$ cat src/rtl/shift_word_tx.sv
`default_nettype none
// ============================================================================
//  Module   : shift_word_tx
//  Purpose  : Parallel-to-serial word transmitter. Accepts WIDTH-bit words on
//             a valid/ready handshake and emits them one bit per clock on
//             shift_out. A one-entry holding register lets consecutive words
//             stream back to back with no idle cycles on the serial side.
//  Ports    : clk        - rising-edge clock
//             rst_n      - asynchronous, active-low reset
//             din        - parallel word to transmit
//             din_valid  - din holds a word
//             din_ready  - block can accept a word this cycle
//             shift_out  - current serial bit (0 when shift_en=0)
//             shift_en   - shift_out carries a valid bit this cycle
//             shift_sof  - high on the first bit of every word
//             busy       - shifter or holding register occupied
//  Revision : 1.0 - initial release
// ============================================================================
module shift_word_tx #(
    parameter int WIDTH     = 32,
    parameter bit MSB_FIRST = 1'b1
) (
    input  logic             clk,
    input  logic             rst_n,
    input  logic [WIDTH-1:0] din,
    input  logic             din_valid,
    output logic             din_ready,
    output logic             shift_out,
    output logic             shift_en,
    output logic             shift_sof,
    output logic             busy
);

    localparam int                 c_cnt_w = $clog2(WIDTH);
    localparam logic [c_cnt_w-1:0] c_last  = c_cnt_w'(WIDTH - 1);

    typedef enum logic [0:0] {
        IDLE  = 1'b0,
        SHIFT = 1'b1
    } state_t;

    state_t             state_q,     state_d;
    logic [c_cnt_w-1:0] bit_cnt_q,   bit_cnt_d;
    logic [WIDTH-1:0]   shreg_q,     shreg_d;
    logic [WIDTH-1:0]   hold_q,      hold_d;
    logic               hold_full_q, hold_full_d;

    logic               w_accept;
    logic               w_last_bit;
    logic               w_slot_free;
    logic [WIDTH-1:0]   w_shifted;
    logic               w_out_bit;

    // Bit ordering only affects which end of the shifter faces the output
    // and which way the word moves toward it.
    generate
        if (MSB_FIRST) begin : g_msb_first
            assign w_out_bit = shreg_q[WIDTH-1];
            assign w_shifted = {shreg_q[WIDTH-2:0], 1'b0};
        end else begin : g_lsb_first
            assign w_out_bit = shreg_q[0];
            assign w_shifted = {1'b0, shreg_q[WIDTH-1:1]};
        end
    endgenerate

    assign din_ready   = !hold_full_q;
    assign w_accept    = din_valid && din_ready;
    assign w_last_bit  = (state_q == SHIFT) && (bit_cnt_q == c_last);
    // The shifter can take a new word at this edge when it is empty or when
    // its final bit is being presented right now.
    assign w_slot_free = (state_q == IDLE) || w_last_bit;

    always_comb begin
        state_d     = state_q;
        bit_cnt_d   = bit_cnt_q;
        shreg_d     = shreg_q;
        hold_d      = hold_q;
        hold_full_d = hold_full_q;

        if (hold_full_q && w_slot_free) begin
            // Held word has priority: it was accepted before anything on din.
            shreg_d     = hold_q;
            bit_cnt_d   = '0;
            state_d     = SHIFT;
            hold_full_d = 1'b0;
        end else if (w_accept && w_slot_free) begin
            shreg_d   = din;
            bit_cnt_d = '0;
            state_d   = SHIFT;
        end else if (w_last_bit) begin
            state_d = IDLE;
        end else if (state_q == SHIFT) begin
            shreg_d   = w_shifted;
            bit_cnt_d = bit_cnt_q + c_cnt_w'(1);
        end

        // Parking a word in the holding register runs alongside the shift
        // of the current word so the serial stream is not interrupted.
        if (w_accept && (state_q == SHIFT) && !w_last_bit) begin
            hold_d      = din;
            hold_full_d = 1'b1;
        end
    end

    always_ff @(posedge clk or negedge rst_n) begin
        if (!rst_n) begin
            state_q     <= IDLE;
            bit_cnt_q   <= '0;
            shreg_q     <= '0;
            hold_q      <= '0;
            hold_full_q <= 1'b0;
        end else begin
            state_q     <= state_d;
            bit_cnt_q   <= bit_cnt_d;
            shreg_q     <= shreg_d;
            hold_q      <= hold_d;
            hold_full_q <= hold_full_d;
        end
    end

    assign shift_en  = (state_q == SHIFT);
    assign shift_out = shift_en && w_out_bit;
    assign shift_sof = shift_en && (bit_cnt_q == '0);
    assign busy      = shift_en || hold_full_q;

endmodule
`default_nettype wire

$ cat config.mk
export PLATFORM = sky130hd
export DESIGN_NAME = shift_word_tx
export DESIGN_NICKNAME = d
export VERILOG_FILES = /design/src/rtl/shift_word_tx.sv
export SDC_FILE = /design/constraint.sdc
export NUM_CORES = 1
export LEC_CHECK = 0
export BUFFER_PORTS_ARGS = -buffer_cell sky130_fd_sc_hd__buf_2
export CAP_MARGIN = 10
export CORE_MARGIN = 1.5
export CORE_UTILIZATION = 43
export DETAILED_ROUTE_END_ITERATION = 6
export SLEW_MARGIN = 30
export SYNTH_ARGS = -nofsm -noshare
export SYNTH_HDL_FRONTEND = slang
export SYNTH_SLANG_ARGS = --single-unit
$ cat constraint.sdc
create_clock -name clk -period 2.2 [get_ports clk]
set_input_delay 0.33 -clock clk [delete_from_list [all_inputs] [get_ports clk]]
set_output_delay 0.33 -clock clk [all_outputs]
set_load 0.005 [all_outputs]
== Word-level counts from Yosys, hierarchy flattened ==
Index checks and enable logic that the tools add are counted.

* Output and inout bits: 5
* Register bits: 71

* Bitwise gates (word level): 1
* Mux-type cells: 13
* $add $sub $neg: 1
* Equality and inequality tests: 2
* Reduce and logical (&&, ||, !) cells: 17

{| class="wikitable"
|+ Operators by type and width
! cell !! count
|-
| 32-bit two-way mux || 4
|-
| 5-bit two-way mux || 4
|-
| 1-bit logical AND || 8
|-
| 3-bit nonzero test || 2
|-
| 5-bit by 1-bit adder with 5-bit output (second input constant) || 1
|-
| 5-bit equality test (second input constant) || 1
|-
| 5-bit logical NOT || 1
|-
| 1-bit two-way mux || 5
|-
| 3-bit by 1-bit != test with 1-bit output (second input constant) || 1
|-
| 1-bit logical NOT || 2
|-
| 1-bit logical OR || 2
|-
| 2-bit AND reduction || 1
|-
| 2-bit nonzero test || 1
|-
| 1-bit NOT || 1
|}

== Logic depth before layout (Yosys ltp) ==
Gate-level depths: netlist (run 1).

* Depth after elaboration: 6
* Mapped depth: 8

== Worst setup path after synthesis (run 1) ==
No wires, ideal clock.

* Kind: reg2reg
* Start point: reg bit_cnt_q[0]
* End point: reg hold_q[10]
* Arrival time: 1.811 ns
* Stages on the path, launching flop included: 8
* Period minus slack after synthesis: 1.936 ns
* Path buffers: 1
* Slack: 0.264 ns
* Cells stage by stage: dfrtp_1 > ha_1 > and3_1 > ha_1 > nand2b_2 > nor2_8 > buf_12 > mux2_4

* Cells in the longest elaborated chain, start to end: 4

{| class="wikitable"
|+ Ends and longest elaborated chain
! element !! RTL line !! text
|-
| start: declaration || 43 || <nowiki>logic [c_cnt_w-1:0] bit_cnt_q, bit_cnt_d;</nowiki>
|-
| start signal: assignment || 114 || <nowiki>bit_cnt_q <= bit_cnt_d;</nowiki>
|-
| 5-bit equality test || 68 || <nowiki>assign w_last_bit = (state_q == SHIFT) && (bit_cnt_q == c_last);</nowiki>
|-
| 1-bit logical AND || 68 ||
|-
| 1-bit logical NOT || 99 || <nowiki>if (w_accept && (state_q == SHIFT) && !w_last_bit) begin</nowiki>
|-
| 1-bit logical AND || 99 ||
|-
| end signal: assignment || 116 || <nowiki>hold_q <= hold_d;</nowiki>
|-
| end: declaration || 45 || <nowiki>logic [WIDTH-1:0] hold_q, hold_d;</nowiki>
|}

Every way passes these cells.
A chain may end at the register's enable or synchronous reset.

== Final worst setup path (run 1) ==
* Start point: reg bit_cnt_q[0]
* End point: reg hold_q[0]

The elaborated chain is that of the path after synthesis.

==> reports/metrics.cfg, run 1 <==
[status]
status = finished clean

[routing]
detail_route.wl_per_cell_um = 14.0
finalWirelength_um = 6450
ant_nets = 0
drc = 0
vias_per_cell = 5.05
firstDrtPassIters = 4
vias = 2330
drtIter0Drc = 93

[timing]
worst_pin_slew_ns = 0.399
setup_viol = 0
hold_viol_final = 0
drv_slew = 0
max_freq_mhz = 479
timing.setup.tns_ns = 0
finalClockSkew_ns = 0.0132
finalCritPeriodShare_pct = 94.9
relSlewSlack_pct = 73.4
rsz0062_at_grt = no
period_needed_ns = 2.09

[place]
dp.cells = 444
numPortBuffers = 39
gp_congestion = 0.749
hpwl_um = 4150

[synthesis]
avgSynthCellArea_sq_um = 11.2
synth_area_sq_um = 3520
synth_flop_cell = dfrtp_1
synth_async_sr_flop_share_pct = 100
synth_top_area_share_pct = 50.5
syn_inst = 315
ys_ff_latch = 71
seq_area_frac_synth_pct = 50.5
yosysUniqueCellTypes = 32
synth_area_leaders = dfrtp_1 (50%), mux2_4 (13%), mux2i_1 (8.5%)
synth_area_leader_cell = dfrtp_1
synth_common_cells = dfrtp_1 (71), a21oi_1 (34), nand2_1 (34)
yosys.cell_count.top_type = dfrtp_1
syn_nets = 353
synth_edf_count = 0
yosysWarnings = 0

[final_layout]
nFillCells = 714
antennaDiodeCount = 0
multi_input_area_sq_um = 1560
fin_cells = 461
regArea_sq_um = 1780
nets = 392
area_growth_pct = 14.8
layout-drive-gt1-share_pct = 27.6

[pwr]
p_int_w = 0.00341
combinationalPowerShare_pct = 28.5
pwr-share-seq_pct = 45.2
p_leak_nw = 1.89
power_frac_clock_pct = 26.3
p_sw_share_pct = 28.4
power_w = 0.00476
p_switching_w = 0.00135
ir_drop_uv = 597
power_density_nw_per_um2 = 1180

[clocking]
cts.sinks = 71
clk_pin_slew_ns = 0.08
cts-root-buf = clkbuf_8
clockBufferDepth = 2
cts_resized = 0
worstSkewPairLatency_ns = 0.35
htree_levels = 3
cts_tree = built
cts_setup_buffers = 0
numCtsBuffers = 9

[min_path]
hold_path.class = primary input to flip-flop
hold_depth = 2

[global_routing]
grt_pass1_vias = 2315
grt_overflow = 0
grt_max_degree = 72
track_usage_pct = 17.0
grt_pass1_wl_um = 11500
grt_antenna_before_repair = 1

[setup_path]
path_max_fanout = 11
arrival_ns = 2.32
critPathSlowestCell = dfrtp_1
critPathRequiredTime_ns = 2.43
reg2reg_depth = 7
path_class = flip-flop to flip-flop
crit_top_cell = ha_1
crit_path_max_incr_delay_ns = 0.42
worst_setup_path_end_kind = flip-flop
startpoint_type = flip-flop
worstPathCellList = ha_1 -> and3_1 -> ha_1 -> nand2b_2 -> nor2_8 -> buf_12 -> mux2_1

[die]
rows = 32
coreArea_sq_um = 7810
die_width_um = 93.5
io_pins = 40
fp.dieH_um = 93.5
dieArea_sq_um = 8740
start_util_pct = 45.1

[run]
maxCapViolations = 0

layout by cell type, fill, tap and decap left out, drive strengths merged, types with 2 or more instances in the layout:
cell type,count
mux2,32
nand2,34
a21oi,34
nor3,2
buf,48
bufinv,3
clkbuf,11
a211oi,2
a21o,2
o21ai,34
inv,4
ha,3
nand2b,2
or2,2
and2,2
dfrtp,71
mux2i,30
nor2,34
cell families (layout without fill, tap and decap cells):
group	after synthesis	count (layout)	share of synthesized area, %
multiplexers	62	62	22.0
buffers and inverters	25	69	5.26
AND/OR/NAND/NOR	80	80	10.2
AO/OA/AOI/OAI	73	73	10.8
flip-flops	71	71	50.5
XOR/XNOR	1	1	0.249
adder cells (fa/ha/maj)	3	3	1.07
final cells by class:
class / count / share of cell area (%)
clock buffer: 11 / 3.25
clock inverter: 5 / 2.63
inverter: 4 / 0.372
multi-input combinational: 219 / 38.6
sequential: 71 / 44.0
tap: 102 / 3.16
timing repair buffer: 49 / 7.99
stage by stage:
step	area [sq um]	utilization (%)	setup WS (ns)	hold WS [ns]
final	4040	51.7	0.113	0.227
after CTS	4040	51.7	0.0726	0.204
after detailed placement	3790	48.6	0.0851	0.391
after global placement	3790	48.6	0.160	0.391
after floorplan	3520	-	0.264	0.0344
after global routing	4040	51.7	0.0118	0.206
flip-flops by register name, summed over array words and instances (netlist names):
signal	flops
hold_full_q	1
shift_en	1
hold_q	32
bit_cnt_q	5
shreg_q	32
path summary, 6_finish.rpt:
check,end,slack (ns),startpoint
setup / recovery,hold_q[0],0.11,bit_cnt_q[0]
hold / removal,hold_q[25],0.23,din[25]
setup reg to reg,hold_q[0],0.11,bit_cnt_q[0]
hold reg to reg,shreg_q[31],0.47,shreg_q[31]
max in group asynchronous,hold_full_q,1.33,rst_n
min in group asynchronous,hold_q[15],0.53,rst_n
repair_timing:
item / 4_1_cts / 5_1_grt
endpoints found under the hold margin: 3 / 0
setup endpoints to repair: 0 / 9
hold buffers: 1 / 0
per-layer routing:
metal  vias to the layer above  global-route usage, %  share of wire, %
met3                        10                   6.02               4.7
met1                      1112                   24.3                51
met4                         2                   5.56               1.4
li1                       1163                      -                 -
met2                        43                   24.0                43
met5                         -                      0              0.20
critical path: cells and delay by family (launching register included):
family	cells	cell delay (ns)
adder cells (fa/ha/maj)	2	0.42
buffers and inverters	1	0.18
flip-flops	1	0.42
multiplexers	1	0.33
AND/OR/NAND/NOR	3	0.62
power groups by stage:
stage | logic (W) | registers, W | clock network, W
after global routing | 0.00155 | 0.00223 | 0.00134
final | 0.00136 | 0.00215 | 0.00125
after CTS | 0.00138 | 0.00215 | 0.00129
after detailed placement | 0.00138 | 0.00216 | 0
after floorplan | 0.00115 | 0.00208 | 0
after global placement | 0.00133 | 0.00217 | 0
No activity file was read; power rests on OpenSTA's default activity.
==> inputs of run 2 (changes only) <==
==> constraint.sdc (replaced) <==
create_clock -name clk -period 2.2 [get_ports clk]
set_input_delay 0.44 -clock clk [delete_from_list [all_inputs] [get_ports clk]]
set_output_delay 0.44 -clock clk [all_outputs]
set_load 0.005 [all_outputs]
==> run 2 against run 1 <==
Compared with the run above:
- combinational power is essentially flat
- non-clock buffer count did not move
- design area decreased by 0.71%
- clock power fell by 6%
- largest cell class unchanged
- critical path depth unchanged
- via count stayed put
- critical endpoint is now hold_q[28]
- sequential share of layout area up 0.32 points
- final cell count stayed put
==> reports/metrics.cfg, run 2 (synthesis results as in run 1) <==
[status]
status = finished clean

[die]
dieArea_sq_um = 8740  ; unchanged
start_util_pct = 45.1  ; unchanged
coreArea_sq_um = 7810  ; unchanged
fp.dieH_um = 93.5  ; unchanged
die_width_um = 93.5  ; unchanged
io_pins = 40  ; unchanged
rows = 32  ; unchanged

[timing]
finalClockSkew_ns = 0.0112  ; -0.00200 ns
worst_pin_slew_ns = 0.585  ; +0.185 ns
rsz0062_at_grt = no
relSlewSlack_pct = 61.0  ; -12 points
hold_viol_final = 0  ; unchanged
max_freq_mhz = 482  ; +0.67%
timing.setup.tns_ns = 0  ; unchanged
period_needed_ns = 2.07  ; -0.0139 ns
drv_slew = 0  ; unchanged
setup_viol = 0  ; unchanged
finalCritPeriodShare_pct = 94.2  ; -0.63 points
setup_ws_ns = 0.127  ; +0.0139 ns

[routing]
drc = 0  ; unchanged
ant_nets = 0  ; unchanged
firstDrtPassIters = 4  ; unchanged
finalWirelength_um = 6660  ; +3.2%
detail_route.wl_per_cell_um = 14.4  ; +3.2%
drtIter0Drc = 117  ; +26%
vias_per_cell = 5.05  ; unchanged
vias = 2330  ; unchanged

[final_layout]
largestRegisters = hold_q x32, shreg_q x32, bit_cnt_q x5
nets = 392  ; unchanged
mostFrequentLayoutCells = dfrtp_1 (70), buf_2 (39), nand2_1 (34), a21oi_1 (34), nor2_1 (32)
final_util_pct = 51.4  ; -0.37 points
layout-drive-gt1-share_pct = 27.9  ; +0.28 points
antennaDiodeCount = 0  ; unchanged
nFillCells = 735  ; +2.9%
area_growth_pct = 13.9
layout_commonest_cell = dfrtp_1

[clocking]
htree_levels = 3  ; unchanged
cts_setup_buffers = 0  ; unchanged
hold_buffers = 0  ; -1
clk_pin_slew_ns = 0.07  ; about the same
cts_tree = built
worstSkewPairLatency_ns = 0.34  ; about the same
cts-root-buf = clkbuf_8
cts_resized = 0  ; unchanged
clockBufferDepth = 2  ; unchanged
cts.sinks = 71  ; unchanged
numCtsBuffers = 9  ; unchanged

[setup_path]
crit_path_max_incr_delay_ns = 0.42  ; about the same
critPathRequiredTime_ns = 2.42  ; about the same
startpoint_type = flip-flop
arrival_ns = 2.30  ; -0.02 ns
path_max_fanout = 6  ; -5
critPathSlowestCell = dfrtp_1
worst_setup_path_end_kind = flip-flop
path_class = flip-flop to flip-flop
crit_top_cell = ha_1
worstPathCellList = ha_1 -> and3_1 -> ha_1 -> nand2b_2 -> nor2_8 -> buf_4 -> mux2_4

[pwr]
ir_drop_uv = 560  ; -6.2%
p_leak_nw = 1.89  ; -0.18%
power_density_nw_per_um2 = 1170  ; -0.66%

[global_routing]
track_usage_pct = 17.2  ; +0.13 points
grt_overflow = 0  ; unchanged
grt_pass1_wl_um = 11600  ; +0.66%
grt_max_degree = 55  ; -24%
grt_pass1_vias = 2391  ; +3.3%
grt_antenna_before_repair = 0  ; -1

[place]
pre_cts_slack_ns = 0.104  ; +0.0186 ns
gp_congestion = 0.767  ; +2.3%
numPortBuffers = 39  ; unchanged
hpwl_um = 4310  ; +3.9%

[min_path]
hold_path.class = primary input to async pin

[run]
maxCapViolations = 0  ; unchanged

-- run 2: final timing paths --
kind / slack [ns] / cells after the start / endpoint / start
setup / recovery: 0.13 / 7 / hold_q[28] / bit_cnt_q[0]
hold / removal: 0.1 / 2 / shreg_q[16] / rst_n
setup reg to reg: 0.13 / 7 / hold_q[28] / bit_cnt_q[0]
hold reg to reg: 0.48 / 2 / shreg_q[20] / shreg_q[19]
max in group asynchronous: 1.60 / 2 / shreg_q[21] / rst_n
min in group clk: 0.35 / 2 / hold_q[1] / din[1]
-- run 2: layout make-up --
class	instances	area, sq um	share of cell area [%]
flip-flops and latches	71	1780	44.3
multi-input cells	219	1560	38.8
repair buffers	49	308	7.68
clock buffers	13	159	3.96
well taps	102	128	3.18
clock inverters	3	65.1	1.62
inverters	4	15.0	0.374
-- run 2: worst max-delay path, delay by kind of cell, from the launching register on --
kind / cells / cell delay [ns]
fa+ha+maj: 2 / 0.41
flops: 1 / 0.42
mux: 1 / 0.31
buf+inv: 1 / 0.20
simple gates: 3 / 0.62
-- run 2: power by group --
group | switching (W) | internal, W
clock network | 0.000477 | 0.000700
registers | 0.000335 | 0.00184
logic | 0.000541 | 0.000800
total | 0.00135 | 0.00334
-- run 2: layer usage --
layer | routed length (um) | part of all wire [%] | GRT usage, %
met1 | 3350 | 50 | 23.2
met4 | 82 | 1.2 | 4.92
met5 | 0 | 0 | 0
met3 | 311 | 4.7 | 5.53
met2 | 2910 | 44 | 26.3
-- run 2: metrics by stage --
| step | cell area (sq um) | hold WS (ns) | cells | total power, W |
|---|---|---|---|---|
| 2_1_floorplan | 3520 | 0.144 | 315 | 0.00323 |
| 3_3_place_gp | 3790 | 0.462 | 445 | 0.00350 |
| 3_5_place_dp | 3790 | 0.468 | 445 | 0.00354 |
| 4_1_cts | 4010 | 0.0960 | 461 | 0.00475 |
| 5_1_grt | 4010 | 0.109 | 461 | 0.00504 |
| 6_report | 4010 | 0.0976 | 461 | 0.00470 |
